===== src/rtl/ps2_keycode_rx_pkg.sv =====
// Shared keycodes, receive-FSM state encoding and a parity helper
// for the PS/2 keycode receiver.
package ps2_keycode_rx_pkg;

    localparam logic [7:0] KP_INVALID      = 8'h00;
    localparam logic [7:0] KP_KEY_RELEASED = 8'hF0;
    localparam logic [7:0] KP_EXTENDED     = 8'hE0;

    localparam logic [7:0] KP_0     = 8'h70;
    localparam logic [7:0] KP_1     = 8'h69;
    localparam logic [7:0] KP_2     = 8'h72;
    localparam logic [7:0] KP_3     = 8'h7A;
    localparam logic [7:0] KP_4     = 8'h6B;
    localparam logic [7:0] KP_5     = 8'h73;
    localparam logic [7:0] KP_6     = 8'h74;
    localparam logic [7:0] KP_7     = 8'h6C;
    localparam logic [7:0] KP_8     = 8'h75;
    localparam logic [7:0] KP_9     = 8'h7D;
    localparam logic [7:0] KP_STAR  = 8'h7C;
    localparam logic [7:0] KP_MINUS = 8'h7B;

    typedef enum logic [3:0] {
        ST_IDLE   = 4'd0,
        ST_DATA   = 4'd1,
        ST_PARITY = 4'd2,
        ST_STOP   = 4'd3
    } rx_state_t;

    // Odd parity: data bits plus parity bit must hold an odd number of ones.
    function automatic logic odd_ok(input logic [7:0] d, input logic p);
        return ^{d, p};
    endfunction

endpackage


===== src/rtl/ps2_keycode_rx_if.sv =====
// Keycode output bundle of the PS/2 receiver.
// key: presented code; key_strobe: update pulse; frame_err: discard pulse.
interface ps2_keycode_rx_if;
    logic [7:0] key;
    logic       key_strobe;
    logic       frame_err;

    modport master (output key, output key_strobe, output frame_err);
    modport slave  (input  key, input  key_strobe, input  frame_err);
endinterface


===== src/rtl/ps2_line_filter.sv =====
// Synchroniser + glitch filter for a raw PS/2 line; emits a one-clock
// pulse on each filtered falling edge. Ports: clk, reset (async low), raw, fall.
module ps2_line_filter #(
    parameter int SYNC_STAGES = 2,
    parameter int FILTER_LEN  = 8
) (
    input  logic clk,
    input  logic reset,
    input  logic raw,
    output logic fall
);
    localparam int CW = $clog2(FILTER_LEN + 1);
    localparam logic [CW-1:0] CNT_LAST = CW'(FILTER_LEN - 1);

    logic [SYNC_STAGES-1:0] sync;
    logic                   s;
    logic                   level;
    logic [CW-1:0]          cnt;

    assign s = sync[SYNC_STAGES-1];

    always_ff @(posedge clk or negedge reset) begin
        if (!reset) begin
            sync <= '1;
        end else begin
            sync <= {sync[SYNC_STAGES-2:0], raw};
        end
    end

    // The level flips only after FILTER_LEN consecutive samples that
    // disagree with it; any agreeing sample restarts the run.
    always_ff @(posedge clk or negedge reset) begin
        if (!reset) begin
            level <= 1'b1;
            cnt   <= '0;
            fall  <= 1'b0;
        end else begin
            fall <= 1'b0;
            if (s == level) begin
                cnt <= '0;
            end else if (cnt == CNT_LAST) begin
                level <= s;
                cnt   <= '0;
                fall  <= level;
            end else begin
                cnt <= cnt + 1'b1;
            end
        end
    end

endmodule


===== src/rtl/ps2_keycode_rx.sv =====
// PS/2 keyboard receiver: deserialises frames, drops E0, presents key codes.
// Ports: clk, reset (async low), ps2_clk, ps2_data, kp (key/key_strobe/frame_err),
// debug_state_out. Optional PS2_PARITY_CHECK_EN enables odd-parity checking.
module ps2_keycode_rx
    import ps2_keycode_rx_pkg::*;
#(
    parameter int SYNC_STAGES    = 2,
    parameter int FILTER_LEN     = 8,
    parameter int TIMEOUT_CYCLES = 200000
) (
    input  logic                   clk,
    input  logic                   reset,
    input  logic                   ps2_clk,
    input  logic                   ps2_data,
    ps2_keycode_rx_if.master       kp,
    output logic [3:0]             debug_state_out
);
    localparam int TW = $clog2(TIMEOUT_CYCLES + 1);
    localparam logic [TW-1:0] TO_MAX = TW'(TIMEOUT_CYCLES - 1);

    rx_state_t state, state_n;

    logic                   fall;
    logic [SYNC_STAGES-1:0] dsync;
    logic                   d;
    logic [2:0]             bit_cnt;
    logic [7:0]             shreg;
    logic [TW-1:0]          to_cnt;
    logic                   par_bad;
    logic                   byte_vld;

    logic shift_en;
    logic par_chk;
    logic par_fail;
    logic stop_ok;
    logic stop_bad;
    logic to_err;
    logic err_ev;
    logic acc_ev;

    logic [7:0] key;
    logic       key_strobe;
    logic       frame_err;
    logic       strobe_n;
    logic       rel_pend;
    logic       brk_hold;
    logic       err_pend;

    ps2_line_filter #(
        .SYNC_STAGES (SYNC_STAGES),
        .FILTER_LEN  (FILTER_LEN)
    ) u_clk_filt (
        .clk   (clk),
        .reset (reset),
        .raw   (ps2_clk),
        .fall  (fall)
    );

    always_ff @(posedge clk or negedge reset) begin
        if (!reset) begin
            dsync <= '1;
        end else begin
            dsync <= {dsync[SYNC_STAGES-2:0], ps2_data};
        end
    end

    assign d = dsync[SYNC_STAGES-1];

`ifdef PS2_PARITY_CHECK_EN
    assign par_fail = !odd_ok(shreg, d);
`else
    assign par_fail = 1'b0;
`endif

    always_comb begin
        state_n  = state;
        shift_en = 1'b0;
        par_chk  = 1'b0;
        stop_ok  = 1'b0;
        stop_bad = 1'b0;
        to_err   = 1'b0;
        unique case (state)
            ST_IDLE: begin
                if (fall && !d) state_n = ST_DATA;
            end
            ST_DATA: begin
                if (fall) begin
                    shift_en = 1'b1;
                    if (bit_cnt == 3'd7) state_n = ST_PARITY;
                end
            end
            ST_PARITY: begin
                if (fall) begin
                    par_chk = 1'b1;
                    state_n = ST_STOP;
                end
            end
            ST_STOP: begin
                if (fall) begin
                    state_n  = ST_IDLE;
                    stop_ok  = d;
                    stop_bad = !d;
                end
            end
            default: state_n = ST_IDLE;
        endcase
        if (state != ST_IDLE && !fall && to_cnt == TO_MAX) begin
            to_err  = 1'b1;
            state_n = ST_IDLE;
        end
    end

    // A parity failure is reported at PARITY; the later stop check
    // then only decides nothing further for this frame.
    assign err_ev = to_err
                  | (par_chk & par_fail)
                  | (stop_bad & !par_bad);
    assign acc_ev = stop_ok & !par_bad;

    always_ff @(posedge clk or negedge reset) begin
        if (!reset) begin
            state    <= ST_IDLE;
            bit_cnt  <= '0;
            shreg    <= '0;
            to_cnt   <= '0;
            par_bad  <= 1'b0;
            byte_vld <= 1'b0;
        end else begin
            state    <= state_n;
            byte_vld <= acc_ev;
            if (state == ST_IDLE) begin
                bit_cnt <= '0;
                par_bad <= 1'b0;
            end else if (shift_en) begin
                bit_cnt <= bit_cnt + 1'b1;
            end
            if (shift_en) shreg <= {d, shreg[7:1]};
            if (par_chk) par_bad <= par_fail;
            if (state == ST_IDLE || fall) begin
                to_cnt <= '0;
            end else if (to_cnt != TO_MAX) begin
                to_cnt <= to_cnt + 1'b1;
            end
        end
    end

    // shreg is stable while byte_vld is high: the FSM is back in IDLE.
    assign strobe_n = byte_vld && (shreg != KP_EXTENDED);

    always_ff @(posedge clk or negedge reset) begin
        if (!reset) begin
            key        <= KP_INVALID;
            key_strobe <= 1'b0;
            rel_pend   <= 1'b0;
            brk_hold   <= 1'b0;
        end else begin
            key_strobe <= strobe_n;
            brk_hold   <= 1'b0;
            if (byte_vld) begin
                if (shreg == KP_EXTENDED) begin
                    key <= key;
                end else if (shreg == KP_KEY_RELEASED) begin
                    key      <= KP_KEY_RELEASED;
                    rel_pend <= 1'b1;
                end else begin
                    key <= shreg;
                    if (rel_pend) begin
                        brk_hold <= 1'b1;
                        rel_pend <= 1'b0;
                    end
                end
            end else if (brk_hold) begin
                key <= KP_INVALID;
            end
        end
    end

    // An error that would land on a strobe clock waits one clock.
    always_ff @(posedge clk or negedge reset) begin
        if (!reset) begin
            frame_err <= 1'b0;
            err_pend  <= 1'b0;
        end else begin
            frame_err <= (err_ev | err_pend) & !strobe_n;
            err_pend  <= (err_ev | err_pend) & strobe_n;
        end
    end

    assign kp.key          = key;
    assign kp.key_strobe   = key_strobe;
    assign kp.frame_err    = frame_err;
    assign debug_state_out = state;

endmodule


===== src/flat_wrapper.sv =====
// flat-port wrapper written by rule: the top's interface ports become plain ports
module ps2_keycode_rx_flat import ps2_keycode_rx_pkg::*;
#(
    parameter int SYNC_STAGES    = 2,
    parameter int FILTER_LEN     = 8,
    parameter int TIMEOUT_CYCLES = 200000
)
  (clk, reset, ps2_clk, ps2_data, debug_state_out, kp_key, kp_key_strobe, kp_frame_err);
  ps2_keycode_rx_if kp_i ();
  input  logic clk;
  input  logic reset;
  input  logic ps2_clk;
  input  logic ps2_data;
  output logic [3:0] debug_state_out;
  output wire logic [$bits(kp_i.key)-1:0] kp_key;
  output wire logic [$bits(kp_i.key_strobe)-1:0] kp_key_strobe;
  output wire logic [$bits(kp_i.frame_err)-1:0] kp_frame_err;
  assign kp_key = kp_i.key;
  assign kp_key_strobe = kp_i.key_strobe;
  assign kp_frame_err = kp_i.frame_err;
  ps2_keycode_rx #(.SYNC_STAGES(SYNC_STAGES), .FILTER_LEN(FILTER_LEN), .TIMEOUT_CYCLES(TIMEOUT_CYCLES)) u_core (.clk(clk), .reset(reset), .ps2_clk(ps2_clk), .ps2_data(ps2_data), .kp(kp_i), .debug_state_out(debug_state_out));
endmodule

===== config.mk =====
export PLATFORM = sky130hd
export DESIGN_NAME = ps2_keycode_rx_flat
export DESIGN_NICKNAME = d
export VERILOG_FILES = /design/src/rtl/ps2_keycode_rx_pkg.sv /design/src/rtl/ps2_keycode_rx_if.sv /design/src/rtl/ps2_line_filter.sv /design/src/rtl/ps2_keycode_rx.sv /design/src/flat_wrapper.sv
export SDC_FILE = /design/constraint.sdc
export NUM_CORES = 1
export LEC_CHECK = 0
export CAP_MARGIN = 30
export CORE_ASPECT_RATIO = 0.5
export CORE_MARGIN = 2
export CORE_UTILIZATION = 39
export CTS_CLUSTER_DIAMETER = 200
export DETAILED_ROUTE_END_ITERATION = 10
export GPL_ROUTABILITY_DRIVEN = 0
export GPL_TIMING_DRIVEN = 0
export PLACE_DENSITY = 0.55
export RECOVER_POWER = 50
export SLEW_MARGIN = 20
export SYNTH_ARGS = -nofsm -noshare
export SYNTH_HDL_FRONTEND = slang
export SYNTH_SLANG_ARGS = --single-unit

===== constraint.sdc =====
create_clock -name clk -period 2.3 [get_ports clk]
set_clock_uncertainty 0.1 [all_clocks]
set_input_delay 0.46 -clock clk [delete_from_list [all_inputs] [get_ports clk]]
set_output_delay 0.46 -clock clk [all_outputs]
set_load 0.01 [all_outputs]

* Word level (Yosys, flattened, before mapping)
Cells that the tools add are included.
Word-level totals: flip-flop bits (word level) 58, latch bits 0, memory bits (writable) 0, memory bits (read-only) 0, bits of input ports 4, output and inout bits 14, logic and storage cells 98, memories kept 0
Operators by class: add/subtract/negate cells 3, multiply operators 0, divide/modulo/power cells 0, $lt $le $gt $ge 0, equality and inequality tests 17, shift-type cells 0, multiplexer cells 34, bitwise gates (word level) 8, reduce and logical (&&, ||, !) cells 19
Operators by type and width (count):
- $mux W18 | 2
- $mux W4 | 8
- $mux W8 | 4
- $add A18 B1 Y18 const B | 1
- $eq A18 B18 Y1 const B | 1
- $ne A18 B18 Y1 const B | 1
- $mux W1 | 17
- $eq A8 B8 Y1 const B | 2
- $pmux W4 S4 | 1
- $ne A3 B2 Y1 const B | 3
- $eq A4 B2 Y1 const B | 2
- $ne A8 B8 Y1 const B | 1
- $reduce_bool A2 Y1 | 4
- $mux W3 | 2
- $ne A3 B1 Y1 const B | 2
- $reduce_and A2 Y1 | 3
- $reduce_and A5 Y1 | 1
- $add A4 B1 Y4 const B | 1
- $and A1 B1 Y1 | 4
- $eq A4 B1 Y1 const B | 1
- $eq A4 B3 Y1 const B | 1
- $logic_and A1 B1 Y1 | 4
- $logic_not A1 Y1 | 4
- $logic_not A4 Y1 | 1
- other kinds (8) | 10

* Logic depth before layout (Yosys ltp)
depth after elaboration 7, gate-level depth with buffers 6, gate-level depth less buffers 6

* By module
From an unflattened synthesis, not the netlist that was laid out.
Second synthesis, totals: cells, all modules 241, area, all modules 2548.7 µm²
By module, submodules not included:
- ps2_keycode_rx | times used 1, cells an instance 220, area an instance 2227.1 µm², sequential area each 1178.6 µm²
- ps2_line_filter | times used 1, cells an instance 21, area an instance 321.6 µm², sequential area each 203.9 µm²

* Worst setup path before layout
OpenSTA, ideal clock, no wires.
path kind reg2reg, start reg u_core.to_cnt[0], end reg u_core.to_cnt[16], library setup time 0.078 ns, arrival 1.702 ns, required time 2.122 ns, slack 0.420 ns, cell stages (with the launch flop) 6, path buffers 0, clock period less this slack 1.880 ns, path through dfrtp_1 > ha_1 > nand4_2 > or4_4 > or3_1 > a21oi_1
On the way: cells in the longest elaborated chain, start to end 3, elaborated cells between the ends (all ways) 5, those cells by class 1 x add/sub; 1 x eq/ne; 2 x mux; 1 x reduce/logical
RTL lines:
- start: declaration | line ps2_keycode_rx.sv:28 | logic [TW-1:0] to_cnt;
- start signal: assignment | line ps2_keycode_rx.sv:142 | to_cnt <= to_cnt + 1'b1;
- $add A18 B1 Y18 | line ps2_keycode_rx.sv:142
- $mux W18 | line ps2_keycode_rx.sv:141 | end else if (to_cnt != TO_MAX) begin
- $mux W18 | line ps2_keycode_rx.sv:139 | if (state == ST_IDLE || fall) begin
Several ways; a longest one is shown, not always the timed one. The select of a mux whose other input is x is not followed. A chain may end at the register's enable or synchronous reset.

* Worst setup path after layout
Same ends and word-level chain as after synthesis.

==> impl_metrics.yaml <==
run_status:
  outcome: "completed"
floorplanning:
  start_util_pct: 40.94
  fp-row-count: 20
  coreArea_mm2: 0.006131
  die-height_um: 60.73
  die-area_mm2: 0.007132
  die_w_um: 117.5
  pin_count: 18
setup_path:
  cp-start-kind: "register"
  crit_end: "u_core.to_cnt[16]"
  r2r-start: "u_core.to_cnt[0]"
  startpoint: "u_core.to_cnt[0]"
  critPathArrivalTime_ns: 2.15
  cp-end-kind: "register"
  crit_fanout: 5
  critPathKind: "register to register"
  worst-r2r-cell-count: 5
  rr_endpoint: "u_core.to_cnt[16]"
  r2r_slack_ns: 0.26
  cp_data_required_time_ns: 2.41
clock_network:
  cts_resized: 0
  cts-htree-levels: 2
  clkSlewWorstSetupHoldPaths_ns: 0.07
  clock-root-buffer: "clkbuf_16"
  cts_sinks: 55
  cts_buffers: 5
  hold_buffers: 0
  cts_max_path_buffers: 2
  insertion_delay_ns: 0.29
  cts_tree: "yes"
  postCtsSetupRepairBufs: 0
power:
  power.total_uw: 2367
  power-per-cell-area_mw_per_mm2: 813.3
  power.leakage_uw: 0.001292
  worst_ir_drop_vdd_mv: 0.4028
sta:
  worst_slew_pin_slew_ns: 1.333
  max_freq_ghz: 0.4895
  setup_viol: 0
  rsz0062_at_grt: "false"
  slew_headroom_pct: 11.14
  fin_crit_sh_pct: 88.82
  finalHoldViolations: 0
  finalCriticalPeriod_ns: 2.043
  maxSlewViolCount: 0
final_layout:
  ff_latch_area_mm2: 0.001383
  layout-drive-gt1-share_pct: 11.11
  nFillCells: 593
  final_nets: 272
  multi_input_area_mm2: 0.001052
  area_delta_synth_final_pct: 15.95
  antenna_cells: 0
  final_core_util_pct: 47.47
  fin_area_mm2: 0.002910
global_route:
  grt_max_degree: 56
  grt_pass1_vias: 1705
  grt_overflow_total: 0
  grt_antenna_before_repair: 0
  grt_pass1_wl_mm: 7.997
  grtUsageTotal_pct: 14.22
synthesis:
  synth_top_area_share_pct: 49.85
  synthFlopType: "dfrtp_1"
  synthArstFlopShare_pct: 100.0
  synth.largest_area_cell: "dfrtp_1"
  ys_seq_area_share_pct: 55.08
  ys_ff_latch: 55
  synth.cell_area_mm2: 0.002510
  synth_cell_types: 43
  synth_edf_count: 0
  syn_avg_cell_area_um2: 10.59
  synth_area_leaders: "dfrtp_1 50%, dfstp_2 5.2%, ha_1 4.0%"
  syn_inst: 237
  ys_warn_count: 0
place:
  dp_hpwl_mm: 3.157
  place.port_buffers: 15
  dpl_cell_area_mm2: 0.002771
route:
  routedWlPerCell_um: 12.79
  ant_nets: 0
  wl_mm: 4.462
  dr_total_vias: 1781
  drtIter0Drc: 69
  dr.pass1.iters: 4
  vias_per_cell: 5.103
  post-route-drc-count: 0
run:
  cap_violations: 0
min_path:
  hold_class: "register to register"
metrics by stage:
| step | hold slack (ns) | setup slack (ns) | instances | setup TNS (ns) |
|---|---|---|---|---|
| after floorplan | 0.06441 | 0.4198 | 238 | 0 |
| after global placement | 0.2456 | -0.9986 | 341 | -51.79 |
| after detailed placement | 0.2470 | 0.2699 | 341 | 0 |
| after CTS | 0.1566 | 0.2504 | 349 | 0 |
| after global routing | 0.2643 | 0.08082 | 349 | 0 |
| final | 0.2609 | 0.2571 | 349 | 0 |
layout make-up:
type,instances,area share (%)
clock buffer,6,4.428
inverter,12,1.548
clock inverter,2,0.4299
tap,88,3.783
multi-input combinational,164,36.16
buffer,7,1.161
sequential,55,47.51
timing repair buffer,15,4.987
cell usage after synthesis, types with 5 or more instances:
master,n
nand2_1,24
or3_1,7
dfrtp_1,50
a31oi_1,5
a21oi_1,16
o21ai_0,18
ha_1,8
nor3_1,5
and3_1,5
nand4_1,5
mux2i_1,5
nor2_1,9
nand3_1,9
inv_1,12
clkbuf_1,5
dfstp_2,5
registers in the layout (all words and copies together), names as in the netlist:
name and count:
u_core.to_cnt 18, u_core.err_pend 1, u_core.shreg 8, u_core.kp.key 8, u_core.u_clk_filt.level 1, u_core.rel_pend 1
u_core.u_clk_filt.cnt 4, u_core.bit_cnt 3, u_core.kp.frame_err 1, u_core.u_clk_filt.fall 1, u_core.u_clk_filt.sync 2, u_core.brk_hold 1
u_core.kp.key_strobe 1, u_core.debug_state_out 2, u_core.dsync 2, u_core.byte_vld 1
per-layer routing:
metal	share of wire, %	vias up	wire length, µm	global-route usage [%]
met3	3.1	2	140	3.759
met2	46	24	2070	24.14
met4	0.76	0	34	4.131
li1	-	881	-	-
met1	50	874	2215	18.59
met5	0	-	0	0
layout by cell type, fill, tap and decap left out, types with 3 or more instances in the layout:
master,Yosys,final
and3_1,5,5
a31oi_1,5,5
nand4_1,5,5
nor3_1,5,5
xor2_1,4,4
nand3_1,9,9
dfstp_2,5,4
clkbuf_16,0,5
mux2_2,4,4
nor2_1,9,9
o21ai_0,18,18
ha_1,8,8
nor3b_1,4,4
clkbuf_1,5,6
clkdlybuf4s50_1,0,12
dfrtp_1,50,50
xnor2_1,4,4
nand2_1,24,24
and4_1,3,3
inv_1,12,12
or3_1,7,7
a21oi_1,16,16
mux2i_1,5,5
worst min path at each step:
| stage | startpoint | depth (start not counted) | slack, ns | to |
|---|---|---|---|---|
| floorplan | reset | 0 | 0.06 | u_core.bit_cnt[0] |
| global placement | u_core.dsync[0] | 0 | 0.25 | u_core.dsync[1] |
| detailed placement | u_core.u_clk_filt.sync[0] | 0 | 0.25 | u_core.u_clk_filt.sync[1] |
| CTS | reset | 1 | 0.16 | u_core.to_cnt[12] |
| global route | u_core.u_clk_filt.sync[0] | 0 | 0.26 | u_core.u_clk_filt.sync[1] |
| finish | u_core.dsync[0] | 0 | 0.26 | u_core.dsync[1] |
power by group:
group	total (µW)	internal, µW	switching [µW]
logic	462	209	253
registers	1170	1070	105
clock network	732	403	329
total	2370	1680	688
kinds of logic after synthesis:
logic type      Yosys count  synth area share (%)
mux                       9                 3.789
xor+xnor                  8                 2.791
simple gates             92                 21.24
fa+ha+maj                 8                 3.988
buf+inv                  19                 3.140
compound gates           45                 9.821
flops                    55                 55.08
other cells               1                0.1494
worst max-delay path, stage by stage, from the launching register on:
cell and delay, ns:
dfrtp_1 0.41, ha_1 0.25, nand4_2 0.17, or4_4 0.59, or3_1 0.32, a21oi_1 0.14
Power figures use the tool's default switching activity.
